**src/rtl/uart_pkg.sv**
```systemverilog
// Shared UART types and constants: data word, receive sequencer states, default bit period.
// Imported by the receive controller and its baud counter.
package uart_pkg;

   localparam int W_DATA           = 8;
   localparam int CLK_PER_BIT_DFLT = 16;

   typedef logic [W_DATA-1:0] data_t;

   typedef enum logic [2:0] {
      IDLE,
      START,
      DATA,
      PARITY,
      STOP
   } rx_state_e;

endpackage

```
**src/rtl/uart_rx_baud_cnt.sv**
```systemverilog
// Bit-period timer: counts 0..N-1 and wraps, with flags at the half-period and full-period terminal counts.
// Latency: flags are decoded from the count register; no backpressure, clr holds the count at 0.
module uart_rx_baud_cnt
   import uart_pkg::*;
#(
   parameter int N = CLK_PER_BIT_DFLT
) (
   input  logic clk,
   input  logic rst,
   input  logic clr,
   output logic mid,
   output logic full
);

   localparam int             W      = $clog2(N);
   localparam logic [W-1:0]   MID_V  = W'(N/2 - 1);
   localparam logic [W-1:0]   FULL_V = W'(N - 1);

   logic [W-1:0] cnt;

   always_ff @(posedge clk or negedge rst) begin
      if (!rst) begin
         cnt <= '0;
      end else if (clr || full) begin
         cnt <= '0;
      end else begin
         cnt <= cnt + W'(1);
      end
   end

   assign mid  = (cnt == MID_V);
   assign full = (cnt == FULL_V);

endmodule

```
**src/rtl/uart_rx_ctrl.sv**
```systemverilog
// UART receive sequencer: syncs rx, finds the start bit, pulses sipo shift at bit centres, checks parity/stop.
// Latency: strobe about 10.5 bit periods + sync after the start edge; no backpressure, frames are never stalled.
module uart_rx_ctrl
   import uart_pkg::*;
#(
   parameter int CLK_PER_BIT = CLK_PER_BIT_DFLT,
   parameter bit PARITY_EN   = 1'b1
) (
   input  logic clk,
   input  logic rst,
   input  logic rx,
   input  logic sipo_par,
   output logic rx_bit,
   output logic shift_en,
   output logic busy,
   output logic rx_valid,
   output logic parity_err,
   output logic frame_err
);

   localparam int             BW       = $clog2(W_DATA + 1);
   localparam logic [BW-1:0]  LAST_BIT = BW'(W_DATA - 1);

   rx_state_e     state, state_nxt;
   logic [BW-1:0] bit_cnt, bit_cnt_nxt;
   logic          rx_s1, rx_d;
   logic          par_bit, par_bit_nxt;
   logic          rx_valid_nxt, parity_err_nxt, frame_err_nxt;
   logic          baud_clr, baud_mid, baud_full;

   // Sync chain presets to the idle level so reset never looks like a start edge.
   always_ff @(posedge clk or negedge rst) begin
      if (!rst) begin
         rx_s1  <= 1'b1;
         rx_bit <= 1'b1;
         rx_d   <= 1'b1;
      end else begin
         rx_s1  <= rx;
         rx_bit <= rx_s1;
         rx_d   <= rx_bit;
      end
   end

   uart_rx_baud_cnt #(
      .N (CLK_PER_BIT)
   ) u_baud (
      .clk  (clk),
      .rst  (rst),
      .clr  (baud_clr),
      .mid  (baud_mid),
      .full (baud_full)
   );

   always_ff @(posedge clk or negedge rst) begin
      if (!rst) begin
         state      <= IDLE;
         bit_cnt    <= '0;
         par_bit    <= 1'b0;
         rx_valid   <= 1'b0;
         parity_err <= 1'b0;
         frame_err  <= 1'b0;
      end else begin
         state      <= state_nxt;
         bit_cnt    <= bit_cnt_nxt;
         par_bit    <= par_bit_nxt;
         rx_valid   <= rx_valid_nxt;
         parity_err <= parity_err_nxt;
         frame_err  <= frame_err_nxt;
      end
   end

   always_comb begin
      state_nxt      = state;
      bit_cnt_nxt    = bit_cnt;
      par_bit_nxt    = par_bit;
      rx_valid_nxt   = 1'b0;
      parity_err_nxt = parity_err;
      frame_err_nxt  = frame_err;
      baud_clr       = 1'b0;
      shift_en       = 1'b0;
      case (state)
         IDLE: begin
            baud_clr = 1'b1;
            if (!rx_bit && rx_d) state_nxt = START;
         end
         START: begin
            // Half-period check: a start bit that has gone high again was a glitch.
            if (baud_mid) begin
               baud_clr = 1'b1;
               if (!rx_bit) begin
                  state_nxt   = DATA;
                  bit_cnt_nxt = '0;
               end else begin
                  state_nxt = IDLE;
               end
            end
         end
         DATA: begin
            if (baud_full) begin
               shift_en    = 1'b1;
               bit_cnt_nxt = bit_cnt + BW'(1);
               if (bit_cnt == LAST_BIT) state_nxt = PARITY_EN ? PARITY : STOP;
            end
         end
         PARITY: begin
            if (baud_full) begin
               par_bit_nxt = rx_bit;
               state_nxt   = STOP;
            end
         end
         STOP: begin
            // Leave mid stop bit so a back-to-back start edge is caught.
            if (baud_full) begin
               rx_valid_nxt   = 1'b1;
               frame_err_nxt  = ~rx_bit;
               parity_err_nxt = PARITY_EN ? (par_bit ^ sipo_par) : 1'b0;
               state_nxt      = IDLE;
            end
         end
         default: state_nxt = IDLE;
      endcase
   end

   assign busy = (state != IDLE);

endmodule
```
**config.mk**
```make
export PLATFORM = sky130hd
export DESIGN_NAME = uart_rx_ctrl
export DESIGN_NICKNAME = d
export VERILOG_FILES = /design/src/rtl/uart_pkg.sv /design/src/rtl/uart_rx_baud_cnt.sv /design/src/rtl/uart_rx_ctrl.sv
export SDC_FILE = /design/constraint.sdc
export NUM_CORES = 1
export LEC_CHECK = 0
export BUFFER_PORTS_ARGS = -buffer_cell sky130_fd_sc_hd__buf_4
export CORE_MARGIN = 2
export CORE_UTILIZATION = 54
export DETAILED_ROUTE_END_ITERATION = 10
export PLACE_DENSITY = 0.87
export SLEW_MARGIN = 20
export SYNTH_ARGS = -nofsm -noshare
export SYNTH_HDL_FRONTEND = slang
export SYNTH_SLANG_ARGS = --single-unit
```
**constraint.sdc**
```tcl
create_clock -name clk -period 2 [get_ports clk]
set_input_delay 0.1 -clock clk [delete_from_list [all_inputs] [get_ports clk]]
set_output_delay 0.1 -clock clk [all_outputs]
set_load 0.03 [all_outputs]
```
Word-level counts from Yosys, hierarchy flattened
Cells that the tools add are included.

Register bits after elaboration: 18.

Add/sub/neg operators: 2. Bitwise logic cells: 2. Mux-type cells: 18. Reductions and logical operators: 10. Equality and inequality tests: 14.

Operators with widths (count): two-way mux 3 bit (6); two-way mux 4 bit (4); case mux 3 bit (5 select lines) (1); adder 4 x 1 -> 4 bit, second input constant (2); == test 4 x 3 -> 1 bit, second input constant (2); != test 2 bit, second input constant (4); case mux 4 bit (2 select lines) (1); == test 3 x 2 -> 1 bit, second input constant (2); != test 2 x 1 -> 1 bit, second input constant (3); AND reduction 6 bit (1); == test 4 bit, second input constant (1); two-way mux 1 bit (4); AND reduction 2 bit (2); AND reduction 4 bit (1); == test 3 x 1 -> 1 bit, second input constant (1); == test 3 bit, second input constant (1); zero test 3 bit (1); nonzero test 3 bit (1); two-way mux 2 bit (1); case mux 1 bit (2 select lines) (1); nonzero test 2 bit (1); logical AND 1 bit (1); zero test 1 bit (1); logical OR 1 bit (1); other kinds (2) (2).

Longest topological paths before layout
Gate-level depths: netlist (run 1).

Word-level depth: 5. Mapped depth: 4.

By module
From an unflattened synthesis (run 1), not the netlist that was laid out.

Cells, all modules: 78. Area total of the unflattened synthesis: 880.8 sq um.

By module, submodules not included: uart_rx_ctrl (times used 1, sequential area each 354.1 sq um, cells each 61, area an instance 686.9 sq um); uart_rx_baud_cnt (times used 1, sequential area each 100.1 sq um, cells each 17, area an instance 193.9 sq um).

Least setup slack after synthesis (run 1)
Ideal clock, no wire load.

Path kind: flip-flop to flip-flop. Start: reg u_baud.cnt[0]. End: reg bit_cnt[0]. Period minus slack after synthesis: 1.942 ns. Setup time: 0.070 ns. Slack: 0.058 ns. Stages on the path, launching flop included: 5. Arrival time: 1.872 ns. Cells stage by stage: dfrtp_1 ha_1 nand3_1 nor3_1 mux2_2.

Cells in the longest elaborated chain, start to end: 3. Elaborated cells between the ends (all ways): 5.

Ends and longest elaborated chain: from (decl) (RTL line uart_rx_baud_cnt.sv:19) `logic [W-1:0] cnt;`; from (signal assigned) (RTL line uart_rx_baud_cnt.sv:27) `cnt <= cnt + W'(1);`; == test 4 bit or == test 4 x 3 -> 1 bit (tied branches) (RTL line uart_rx_baud_cnt.sv:32, uart_rx_baud_cnt.sv:31); != test 2 x 1 -> 1 bit (no line) or != test 2 bit (tied branches); AND reduction 4 bit (no line) (*); to (signal assigned) (RTL line uart_rx_ctrl.sv:64) `bit_cnt <= bit_cnt_nxt;`; to (decl) (RTL line uart_rx_ctrl.sv:25) `logic [BW-1:0] bit_cnt, bit_cnt_nxt;`.

Mark *: on every way between the ends. The rest lies on a longest branch, timed or not. A chain may end at the register's enable or synchronous reset.

Worst setup path after layout (run 1)
Start: reg u_baud.cnt[0]. End: out shift_en.

Cells in the longest elaborated chain, start to end: 3.

Ends and longest elaborated chain: == test 4 bit (RTL line uart_rx_baud_cnt.sv:32) `assign full = (cnt == FULL_V);`; two-way mux 1 bit (RTL line uart_rx_ctrl.sv:99) `if (baud_full) begin`; two-way mux 1 bit (RTL line uart_rx_ctrl.sv:81) `case (state)`; to (decl) (RTL line uart_rx_ctrl.sv:14) `output logic shift_en,`.

No other way between the ends.

==> reports/metrics.csv, run 1 <==
stage,metric,value,unit
global_route,grt-ovfl-total,0,
clock_tree,worst_skew_pair.late_latency,0.30,ns
place,dp_cells,95,
place,port_buffers,9,
worst_setup_path,crit_type,flip-flop to primary output,
outcome,run_status,completed,
sta,unrepaired_setup_endpoints_after_global_routing,no,
routing,num_vias,606,
routing,drt-total-wl,1.46,mm
routing,detailedRoute.firstPassIterationCount,4,
routing,detail_route.iter0.violations,10,
worst_setup_path,critPathLaunchType,flip-flop,
place,gp_congestion,0.872,
worst_setup_path,worstPathMaxFanout,6,
pwr,max-vdd-ir-drop,692,uV
floorplanning,die_w,43.5,um
synthesis,netlist_area,841,um2
worst_setup_path,cp_data_required_time,1.90,ns
finish,drive_gt1_share,29.4,%
clock_tree,post-cts-setup-buffers,0,
floorplanning,design.portCount,10,
routing,wl_per_instance,14.5,um
synthesis,async_set_reset_flop_share_out_of_synthesis,100,%
routing,remaining_routing_drc_violations,0,
worst_setup_path,crit_path_top_delay_cell,sky130_fd_sc_hd__dfrtp_1,
job,max_cap_viol_count,0,
worst_setup_path,cp_num_buf_inv,1,
hold_path,timing.hold.worst.class,input port to flip-flop,
synthesis,syn-mean-instance-area,11.5,um2
synthesis,flip_flop_and_latch_count_after_synthesis,18,
floorplanning,fp-row-count,14,
sta,setup_viol,0,
worst_setup_path,worst_path_dominant_cell_family,simple AND/OR/NAND/NOR gates,
global_route,grt_antenna_before_repair,0,
sta,max_clock_freq,553,MHz
floorplanning,initial_core_util,56.5,%
clock_tree,clock_sink_count,18,
sta,final.setup_skew,0.00155,ns
finish,finish.cell_count_without_fillers,101,
global_route,grt_usage,17.2,%
synthesis,synth_compound_gate_area_share,10.4,%
global_route,grt_first_pass_wirelength,2.42,mm
floorplanning,placeableCoreArea,1490,um2
synthesis,yosysWarningCount,0,
clock_tree,numCtsBuffers,3,
clock_tree,cts_buffer_depth,2,
floorplanning,die-height,43.5,um
routing,ant_nets,0,
worst_setup_path,worstPathArrival,1.71,ns
routing,viasPerCell,6.00,
floorplanning,dieArea,1890,um2
clock_tree,path_clk_slew,0.10,ns
place,place.detailed.hpwl,958,um
synthesis,syn-num-nets,79,
finish,nNetsFinal,92,
clock_tree,cts-root-buf,sky130_fd_sc_hd__clkbuf_4,
clock_tree,cts_tree,done,
sta,worstMarginPinSlew,0.376,ns
sta,fin_tns_setup,0,ns
sta,timing.final.crit_share,90.4,%
synthesis,synth.lib_cells_used.distinct,32,
synthesis,synth_top_flop_cell,sky130_fd_sc_hd__dfrtp_1,
worst_setup_path,cp-end-kind,primary output,
synthesis,synthCells,73,
synthesis,synth_top_family_by_area,simple AND/OR/NAND/NOR gates,
synthesis,basic_gate_share_of_the_synthesized_area_counting_and_or_nand_and_nor_cells,17.4,%
finish,syn2layout_area_growth,14.9,%
sta,final_max_slew_viol_count,0,
sta,finalCriticalPeriod,1.81,ns
clock_tree,cts_htree_levels,1,
synthesis,synth_seq_area_share,54.0,%
global_route,grt_max_degree,19,
pwr,fin_total_pwr,1040,uW
synthesis,synthAdderAreaFrac,2.98,%
synthesis,synth_xor_xnor_area_share,5.21,%
synthesis,synth-edff-count,0,
pwr,power.density_cell_area,1070,nW/um2
worst_setup_path,cp_slowest_stage_delay,0.39,ns
finish,postLayoutCoreUtil,64.9,%
sta,timing.max_slew.rel_slack,74.7,%
synthesis,muxShareOfSynthArea,5.36,%
finish,antenna_cells,0,
worst_setup_path,list_of_cells_traversed_by_the_critical_path,"ha_1, nand3_1, nor3_2, buf_4",
global_route,grt_pass1_vias,559,
sta,hold_violations,0,
pwr,total_leakage_power,0.000445,uW
[cells in the mapped netlist (2+ instances only)]
master | n | area, um2
sky130_fd_sc_hd__dfstp_2 | 3 | 78.8
sky130_fd_sc_hd__nor2_1 | 5 | 18.8
sky130_fd_sc_hd__inv_1 | 4 | 15.0
sky130_fd_sc_hd__nand2_1 | 3 | 11.3
sky130_fd_sc_hd__nor3b_1 | 2 | 15.0
sky130_fd_sc_hd__xor2_1 | 2 | 17.5
sky130_fd_sc_hd__mux2_2 | 4 | 45.0
sky130_fd_sc_hd__a22o_2 | 2 | 20.0
sky130_fd_sc_hd__nand3b_1 | 2 | 15.0
sky130_fd_sc_hd__xnor2_1 | 3 | 26.3
sky130_fd_sc_hd__nand3_1 | 5 | 25.0
sky130_fd_sc_hd__ha_1 | 2 | 25.0
sky130_fd_sc_hd__nor3_1 | 3 | 15.0
sky130_fd_sc_hd__dfrtp_1 | 15 | 375
[through the flow]
stage | setup WS (ns) | hold WS [ns] | cell area, um2
after floorplan | 0.0580 | -0.196 | 841
after CTS | 0.0770 | 0.184 | 961
after global placement | 0.333 | -0.0252 | 905
final | 0.191 | 0.178 | 966
after detailed placement | 0.328 | -0.0215 | 905
after global routing | 0.115 | 0.216 | 966
[routing by layer]
layer | vias to the layer above | track usage, % | part of all wire (%) | wire length [um]
met4 | 0 | 7.27 | 1.4 | 20
li1 | 287 | - | - | -
met5 | - | 0 | 0 | 0
met3 | 3 | 2.50 | 5.1 | 74
met2 | 19 | 27.2 | 50 | 734
met1 | 297 | 24.0 | 43 | 633
[state kept, by name, summed over array words and instances, names as in the netlist]
| register | flops |
|---|---|
| bit_cnt | 4 |
| frame_err | 1 |
| par_bit | 1 |
| parity_err | 1 |
| rx_bit | 1 |
| rx_d | 1 |
| rx_s1 | 1 |
| rx_valid | 1 |
| state | 3 |
| u_baud.cnt | 4 |
[final timing paths]
kind	startpoint	to	slack (ns)	cells past startpoint
worst min register to register	rx_s1$_DFF_PN1_	rx_bit$_DFF_PN1_	0.36	0
worst min-delay path	sipo_par	parity_err$_DFFE_PN0P_	0.18	3
max in group asynchronous	rst	rx_bit$_DFF_PN1_	1.56	2
worst max-delay path	u_baud.cnt[0]$_DFF_PN0_	shift_en	0.19	4
min in group asynchronous	rst	bit_cnt[3]$_DFFE_PN0P_	0.19	2
worst max register to register	state[1]$_DFFE_PN0P_	bit_cnt[2]$_DFFE_PN0P_	0.29	3
[what timing repair did]
action                                  4_1_cts  5_1_grt
endpoints found under the setup margin        0        1
endpoints found under the hold margin        19        0
gates resized for setup                       0        1
hold buffers                                  2        0
[final cells by class]
class	instances	area, um2
clock buffers	4	36.3
fillers	104	523
inverters	4	15.0
multi-input cells	48	353
flip-flops and latches	18	454
well taps	16	20.0
repair buffers	11	87.6
[cell usage in the layout, fill, tap and decap left out, types with 3 or more instances in the layout]
master and n:
sky130_fd_sc_hd__dfstp_2 3, sky130_fd_sc_hd__mux2_2 4, sky130_fd_sc_hd__xnor2_1 3, sky130_fd_sc_hd__nor2_1 5, sky130_fd_sc_hd__inv_1 4, sky130_fd_sc_hd__buf_4 9
sky130_fd_sc_hd__clkbuf_4 3, sky130_fd_sc_hd__nand3_1 5, sky130_fd_sc_hd__nand2_1 3, sky130_fd_sc_hd__dfrtp_1 15
[report_power, final]
part,switching [uW],total (uW),internal [uW]
clock,120,231,111
sequential,94.2,525,431
combinational,146,280,134
total,359,1040,677
[worst reg2reg max path: stages (launching register included)]
cell,delay (ns)
sky130_fd_sc_hd__dfrtp_1,0.49
sky130_fd_sc_hd__or4b_1,0.54
sky130_fd_sc_hd__a21o_1,0.23
sky130_fd_sc_hd__a221o_1,0.35
[cells by family after synthesis]
group / count (synthesis)
buf+inv: 7
xor+xnor: 5
mux: 4
compound gates: 11
simple gates: 26
flops: 18
fa+ha+maj: 2
(Power assumes the default switching activity.)
==> run 2: changes to the inputs <==
Settings changed: PLACE_DENSITY 0.87 to 0.77.
==> run 2 against run 1 <==
  * Hold slack lost 0.0014 ns
  * Register-to-register slack hardly changed
  * Fmax grew 1.5%
  * Non-clock buffer count did not move
  * Sequential power is essentially flat
  * Clock skew increased by 0.0030 ns
  * Cell area unchanged
  * Global-route usage decreased by 1.4 points
  * Largest power group unchanged
  * Highest routed layer unchanged
==> reports/metrics.csv, run 2 (synthesis gave the netlist of run 1 again) <==
stage,metric,value,unit
clock_tree,path_clk_slew,0.10,ns
sta,hold_violations,0,
global_route,grt_usage,15.8,%
routing,remaining_routing_drc_violations,0,
floorplanning,fp-row-count,14,
place,gp_congestion,0.890,
sta,timing.final.crit_share,89.1,%
place,dp_cells,95,
floorplanning,die-height,43.5,um
routing,drt-total-wl,1.29,mm
hold_path,timing.hold.worst.class,input port to flip-flop,
clock_tree,worst_skew_pair.late_latency,0.30,ns
clock_tree,cts_buffer_depth,2,
clock_tree,post-cts-setup-buffers,0,
finish,mostFrequentLayoutCells,"15 x sky130_fd_sc_hd__dfrtp_1, 9 x sky130_fd_sc_hd__buf_4, 5 x sky130_fd_sc_hd__nor2_1, 5 x sky130_fd_sc_hd__nand3_1",
global_route,grt-ovfl-total,0,
finish,syn2layout_area_growth,14.9,%
pwr,power.density_cell_area,1060,nW/um2
job,max_cap_viol_count,0,
clock_tree,cts_htree_levels,1,
clock_tree,numCtsBuffers,3,
floorplanning,design.portCount,10,
sta,fin_tns_setup,0,ns
floorplanning,initial_core_util,56.5,%
pwr,fin_total_pwr,1020,uW
floorplanning,dieArea,1890,um2
worst_setup_path,worstPathArrival,1.68,ns
global_route,grt_max_degree,19,
routing,wl_per_instance,12.8,um
place,place.detailed.hpwl,889,um
floorplanning,die_w,43.5,um
finish,antenna_cells,0,
sta,timing.max_slew.rel_slack,76.4,%
finish,nNetsFinal,92,
sta,finalCriticalPeriod,1.78,ns
pwr,total_leakage_power,0.000445,uW
finish,finish.cell_count_without_fillers,101,
clock_tree,clock_sink_count,18,
floorplanning,placeableCoreArea,1490,um2
routing,viasPerCell,5.50,
finish,drive_gt1_share,29.4,%
worst_setup_path,cp-end-kind,primary output,
worst_setup_path,worstPathMaxFanout,6,
routing,ant_nets,0,
sta,max_clock_freq,561,MHz
sta,unrepaired_setup_endpoints_after_global_routing,no,
worst_setup_path,critPathLaunchType,flip-flop,
place,port_buffers,9,
sta,worstMarginPinSlew,0.351,ns
sta,setup_viol,0,
finish,postLayoutCoreUtil,64.9,%
pwr,max-vdd-ir-drop,782,uV
worst_setup_path,cp_data_required_time,1.90,ns
finish,commonest_non_fill_non_tap_cell_in_the_layout,sky130_fd_sc_hd__dfrtp_1,
global_route,grt_pass1_vias,456,
outcome,run_status,completed,
global_route,grt_antenna_before_repair,0,
sta,final.setup_skew,0.00455,ns
routing,detailedRoute.firstPassIterationCount,3,
routing,detail_route.iter0.violations,13,
clock_tree,cts-root-buf,sky130_fd_sc_hd__clkbuf_4,
global_route,grt_first_pass_wirelength,2.13,mm
clock_tree,cts_tree,done,
worst_setup_path,crit_type,flip-flop to primary output,
finish,top_regs,"bit_cnt: 4 flops, u_baud.cnt: 4 flops, state: 3 flops",
sta,final_max_slew_viol_count,0,
routing,num_vias,556,
==> run 2: worst paths after layout <==
path | startpoint | end | slack (ns) | cells after the start
hold reg to reg | rx_s1$_DFF_PN1_ | rx_bit$_DFF_PN1_ | 0.36 | 0
min in group asynchronous | rst | bit_cnt[3]$_DFFE_PN0P_ | 0.19 | 2
max in group asynchronous | rst | rx_bit$_DFF_PN1_ | 1.55 | 2
setup / recovery | u_baud.cnt[0]$_DFF_PN0_ | shift_en | 0.22 | 4
hold / removal | sipo_par | parity_err$_DFFE_PN0P_ | 0.18 | 3
setup reg to reg | state[1]$_DFFE_PN0P_ | bit_cnt[2]$_DFFE_PN0P_ | 0.30 | 3
==> run 2: report_power, final <==
group / total (uW) / internal [uW] / switching (uW) / leakage (uW)
registers: 523 / 431 / 91.9 / 0.000229
clock network: 225 / 111 / 114 / 0.0000210
logic: 275 / 133 / 142 / 0.000196
==> run 2: worst max-delay path, stage by stage (launching register included) <==
cell,delay (ns)
sky130_fd_sc_hd__dfrtp_1,0.39
sky130_fd_sc_hd__ha_1,0.28
sky130_fd_sc_hd__nand3_1,0.18
sky130_fd_sc_hd__nor3_2,0.32
sky130_fd_sc_hd__buf_4,0.22
==> run 2: final cells by class <==
class                           instances  area [um2]
Sequential cell                        18         454
Fill cell                             107         523
Tap cell                               16        20.0
Multi-Input combinational cell         48         353
Clock buffer                            4        36.3
Timing Repair Buffer                   11        87.6
Inverter                                4        15.0
==> run 2: repair_timing <==
item,CTS,global route
resized for setup,0,1
hold buffers,2,0
endpoints found under the hold margin,19,0
endpoints found under the setup margin,0,1
==> run 2: metrics by stage <==
| step | area (um2) | hold slack (ns) | setup WS (ns) |
|---|---|---|---|
| 2_1_floorplan | 841 | -0.196 | 0.0580 |
| 6_report | 966 | 0.177 | 0.219 |
| 4_1_cts | 961 | 0.183 | 0.0611 |
| 3_5_place_dp | 905 | -0.0231 | 0.325 |
| 3_3_place_gp | 905 | -0.0235 | 0.330 |
| 5_1_grt | 966 | 0.201 | 0.113 |
==> run 2: metal layers <==
layer / track usage (%) / share of wire (%) / wire, um
met1: 25.3 / 53 / 690
met2: 18.2 / 40 / 515
met3: 2.50 / 2.9 / 38
met5: 0 / 0 / 0
met4: 12.7 / 3.5 / 45
==> run 3: changes to the inputs <==
Settings changed: ABC_AREA set to 1, CORE_UTILIZATION 54 to 55, PLACE_DENSITY 0.77 to 0.78, SYNTH_HIERARCHICAL set to 1.
==> run 3 against run 2 <==
  * Area after synthesis grew 5.5%
  * Core utilization is 3.6 points higher
  * Via count up 27%
  * Largest power group unchanged
  * Fmax decreased by 5.6%
==> reports/metrics.csv, run 3 <==
stage,metric,value,unit
clock_tree,cts_htree_levels,1,
sta,worstMarginPinSlew,0.330,ns
synthesis,synth_top_cells_by_count,"29 x sky130_fd_sc_hd__nand2_1, 15 x sky130_fd_sc_hd__dfrtp_1, 8 x sky130_fd_sc_hd__inv_1",
routing,detailedRoute.firstPassIterationCount,4,
sta,max_clock_freq,530,MHz
place,place.detailed.hpwl,1.14,mm
synthesis,synth-edff-count,0,
finish,antenna_cells,0,
sta,final_max_slew_viol_count,0,
hold_path,whs_path_depth,3,
routing,drt-total-wl,1.58,mm
finish,syn2layout_area_growth,16.2,%
synthesis,flip_flop_and_latch_count_after_synthesis,18,
floorplanning,die-height,44.2,um
worst_setup_path,worstPathArrival,1.79,ns
global_route,grt_max_degree,19,
synthesis,synthDominantAreaCellType,sky130_fd_sc_hd__dfrtp_1,
synthesis,basic_gate_share_of_the_synthesized_area_counting_and_or_nand_and_nor_cells,31.2,%
sta,fin_tns_setup,0,ns
clock_tree,path_clk_slew,0.10,ns
routing,num_vias,708,
pwr,clock_power_share,20.2,%
worst_setup_path,crit_path_top_delay_cell,sky130_fd_sc_hd__dfrtp_1,
synthesis,synth_compound_gate_area_share,7.33,%
finish,mostFrequentLayoutCells,"29 x sky130_fd_sc_hd__nand2_1, 15 x sky130_fd_sc_hd__dfrtp_1, 9 x sky130_fd_sc_hd__buf_4",
floorplanning,dieArea,1950,um2
global_route,grt_usage,19.9,%
pwr,power.net_switching,436,uW
finish,commonest_non_fill_non_tap_cell_in_the_layout,sky130_fd_sc_hd__nand2_1,
synthesis,synthCells,102,
routing,viasPerCell,5.32,
synthesis,synth_xor_xnor_area_share,1.97,%
synthesis,syn-num-nets,108,
outcome,run_status,completed,
worst_setup_path,cp-end-kind,primary output,
hold_path,hp-start,sipo_par,
synthesis,yosysWarningCount,6,
pwr,power.density_cell_area,1080,nW/um2
worst_setup_path,crit_type,flip-flop to primary output,
worst_setup_path,worstPathMaxFanout,5,
floorplanning,fp-row-count,14,
synthesis,synth_top_family_by_area,simple AND/OR/NAND/NOR gates,
sta,hold_violations,0,
global_route,grt_first_pass_wirelength,2.74,mm
clock_tree,cts-root-buf,sky130_fd_sc_hd__clkbuf_4,
place,port_buffers,9,
worst_setup_path,most_frequent_cell_on_the_critical_path,sky130_fd_sc_hd__nor2_1,
global_route,grt-ovfl-total,0,
synthesis,post_synth_main_area_contributors,"sky130_fd_sc_hd__dfrtp_1 42%, sky130_fd_sc_hd__nand2_1 12%, sky130_fd_sc_hd__dfstp_2 8.9%, sky130_fd_sc_hd__nand3_1 3.9%, sky130_fd_sc_hd__inv_1 3.4%",
synthesis,synth.lib_cells_used.distinct,22,
synthesis,muxShareOfSynthArea,0,%
synthesis,synth_seq_area_share,51.2,%
clock_tree,clock_sink_count,18,
worst_setup_path,critPathLaunchType,flip-flop,
worst_setup_path,worst_case_reg_to_reg_path_depth,7,
synthesis,netlist_area,887,um2
pwr,power.share.combinational,37.5,%
global_route,grt_pass1_vias,648,
synthesis,syn-mean-instance-area,8.70,um2
sta,timing.max_slew.rel_slack,77.8,%
hold_path,timing.hold.worst.class,input port to flip-flop,
routing,wl_per_instance,11.9,um
clock_tree,cts-resized-gates,0,
synthesis,synth_most_common_cell,sky130_fd_sc_hd__nand2_1,
synthesis,async_set_reset_flop_share_out_of_synthesis,100,%
job,max_cap_viol_count,0,
worst_setup_path,list_of_cells_traversed_by_the_critical_path,"ha_1, nand2_2, nor2_1, inv_1, nor2_1, buf_4",
routing,ant_nets,0,
clock_tree,post-cts-setup-buffers,0,
sta,finalCriticalPeriod,1.89,ns
clock_tree,cts_tree,done,
floorplanning,placeableCoreArea,1510,um2
worst_setup_path,cp_slowest_stage_delay,0.40,ns
floorplanning,initial_core_util,58.9,%
finish,top_regs,"bit_cnt: 4 flops, u_baud/cnt: 4 flops, state: 3 flops",
finish,num-fill-cells,128,
clock_tree,cts_buffer_depth,2,
floorplanning,die_w,44.2,um
clock_tree,cts_hold_buffers,2,
global_route,grt_antenna_before_repair,0,
sta,final_layout_worst_hold_slack,0.102,ns
pwr,internal_power_contribution,682,uW
sta,final.setup_skew,0.00509,ns
synthesis,synth_top_flop_cell,sky130_fd_sc_hd__dfrtp_1,
sta,timing.final.crit_share,94.3,%
worst_setup_path,cp_data_required_time,1.90,ns
sta,setup_viol,0,
worst_setup_path,worst_reg2reg_startpoint,u_baud/cnt[0]$_DFF_PN0_,
clock_tree,worst_skew_pair.late_latency,0.30,ns
synthesis,synthAdderAreaFrac,2.82,%
pwr,max-vdd-ir-drop,660,uV
finish,drive_gt1_share,28.2,%
pwr,total_leakage_power,0.000524,uW
place,gp_congestion,0.811,
worst_setup_path,startpoint,u_baud/cnt[0]$_DFF_PN0_,
clock_tree,numCtsBuffers,3,
pwr,seq_power_share,42.3,%
synthesis,synth_top_cell_area_share,42.3,%
finish,nNetsFinal,124,
floorplanning,design.portCount,10,
pwr,fin_total_pwr,1120,uW
routing,detail_route.iter0.violations,25,
routing,remaining_routing_drc_violations,0,
pwr,power.switching_fraction,39.0,%
sta,unrepaired_setup_endpoints_after_global_routing,no,
[run 3: cell count changes in the layout (fill, tap and decap cells not counted), moves of 4 or more]
cell / delta
sky130_fd_sc_hd__nand2_1: +26
sky130_fd_sc_hd__inv_1: +4
sky130_fd_sc_hd__inv_2: +5
sky130_fd_sc_hd__mux2_2: -4
sky130_fd_sc_hd__nor2_2: +4
sky130_fd_sc_hd__nand2_2: +4
sky130_fd_sc_hd__nand4_1: +4
[run 3: final timing paths]
check | end | slack (ns)
setup / recovery | shift_en | 0.11
hold / removal | parity_err$_DFFE_PN0P_ | 0.10
setup reg to reg | u_baud/cnt[0]$_DFF_PN0_ | 0.45
hold reg to reg | rx_bit$_DFF_PN1_ | 0.36
max in group asynchronous | rx_s1$_DFF_PN1_ | 1.55
min in group asynchronous | par_bit$_DFFE_PN0P_ | 0.19
[run 3: worst max-delay path, delay by kind of cell (launching register included)]
| kind | cells | cell delay, ns |
|---|---|---|
| flops | 1 | 0.40 |
| buf+inv | 2 | 0.31 |
| simple gates | 3 | 0.58 |
| fa+ha+maj | 1 | 0.20 |
[run 3: logic make-up after synthesis]
kind of cell	Yosys count
and+or+nand+nor	58
DFF	18
buffers and inverters	13
AOI/OAI and AO/OA	9
xor gates and xnor gates	2
adders and majority gates	2
[run 3: cell type report]
type	count	area, um2	share of cell area (%)
inverter	13	48.8	4.73
timing repair buffer	11	87.6	8.50
clock buffer	4	36.3	3.52
sequential	18	454	44.1
tap	16	20.0	1.94
multi-input combinational	71	384	37.3
[run 3: stage by stage]
stage | cells | area (um2) | setup WS [ns] | util (%)
floorplan | 102 | 887 | 0.308 | -
global placement | 127 | 975 | 0.507 | 64.7
detailed placement | 127 | 975 | 0.458 | 64.7
CTS | 133 | 1030 | 0.107 | 68.4
global route | 133 | 1030 | 0.00588 | 68.4
finish | 133 | 1030 | 0.113 | 68.4
[run 3: power by group through the flow]
| stage | combinational (uW) | clock [uW] | sequential, uW |
|---|---|---|---|
| after floorplan | 328 | 0 | 470 |
| after global placement | 406 | 0 | 475 |
| after detailed placement | 415 | 0 | 478 |
| after CTS | 421 | 233 | 472 |
| after global routing | 472 | 239 | 479 |
| final | 419 | 226 | 473 |
[run 3: layer usage]
layer / global-route usage (%) / share of wire, % / routed length (um)
met5: 0 / 0 / 0
met4: 14.5 / 2.8 / 44
met3: 2.45 / 3.8 / 60
met2: 30.6 / 47 / 751
met1: 25.7 / 46 / 727
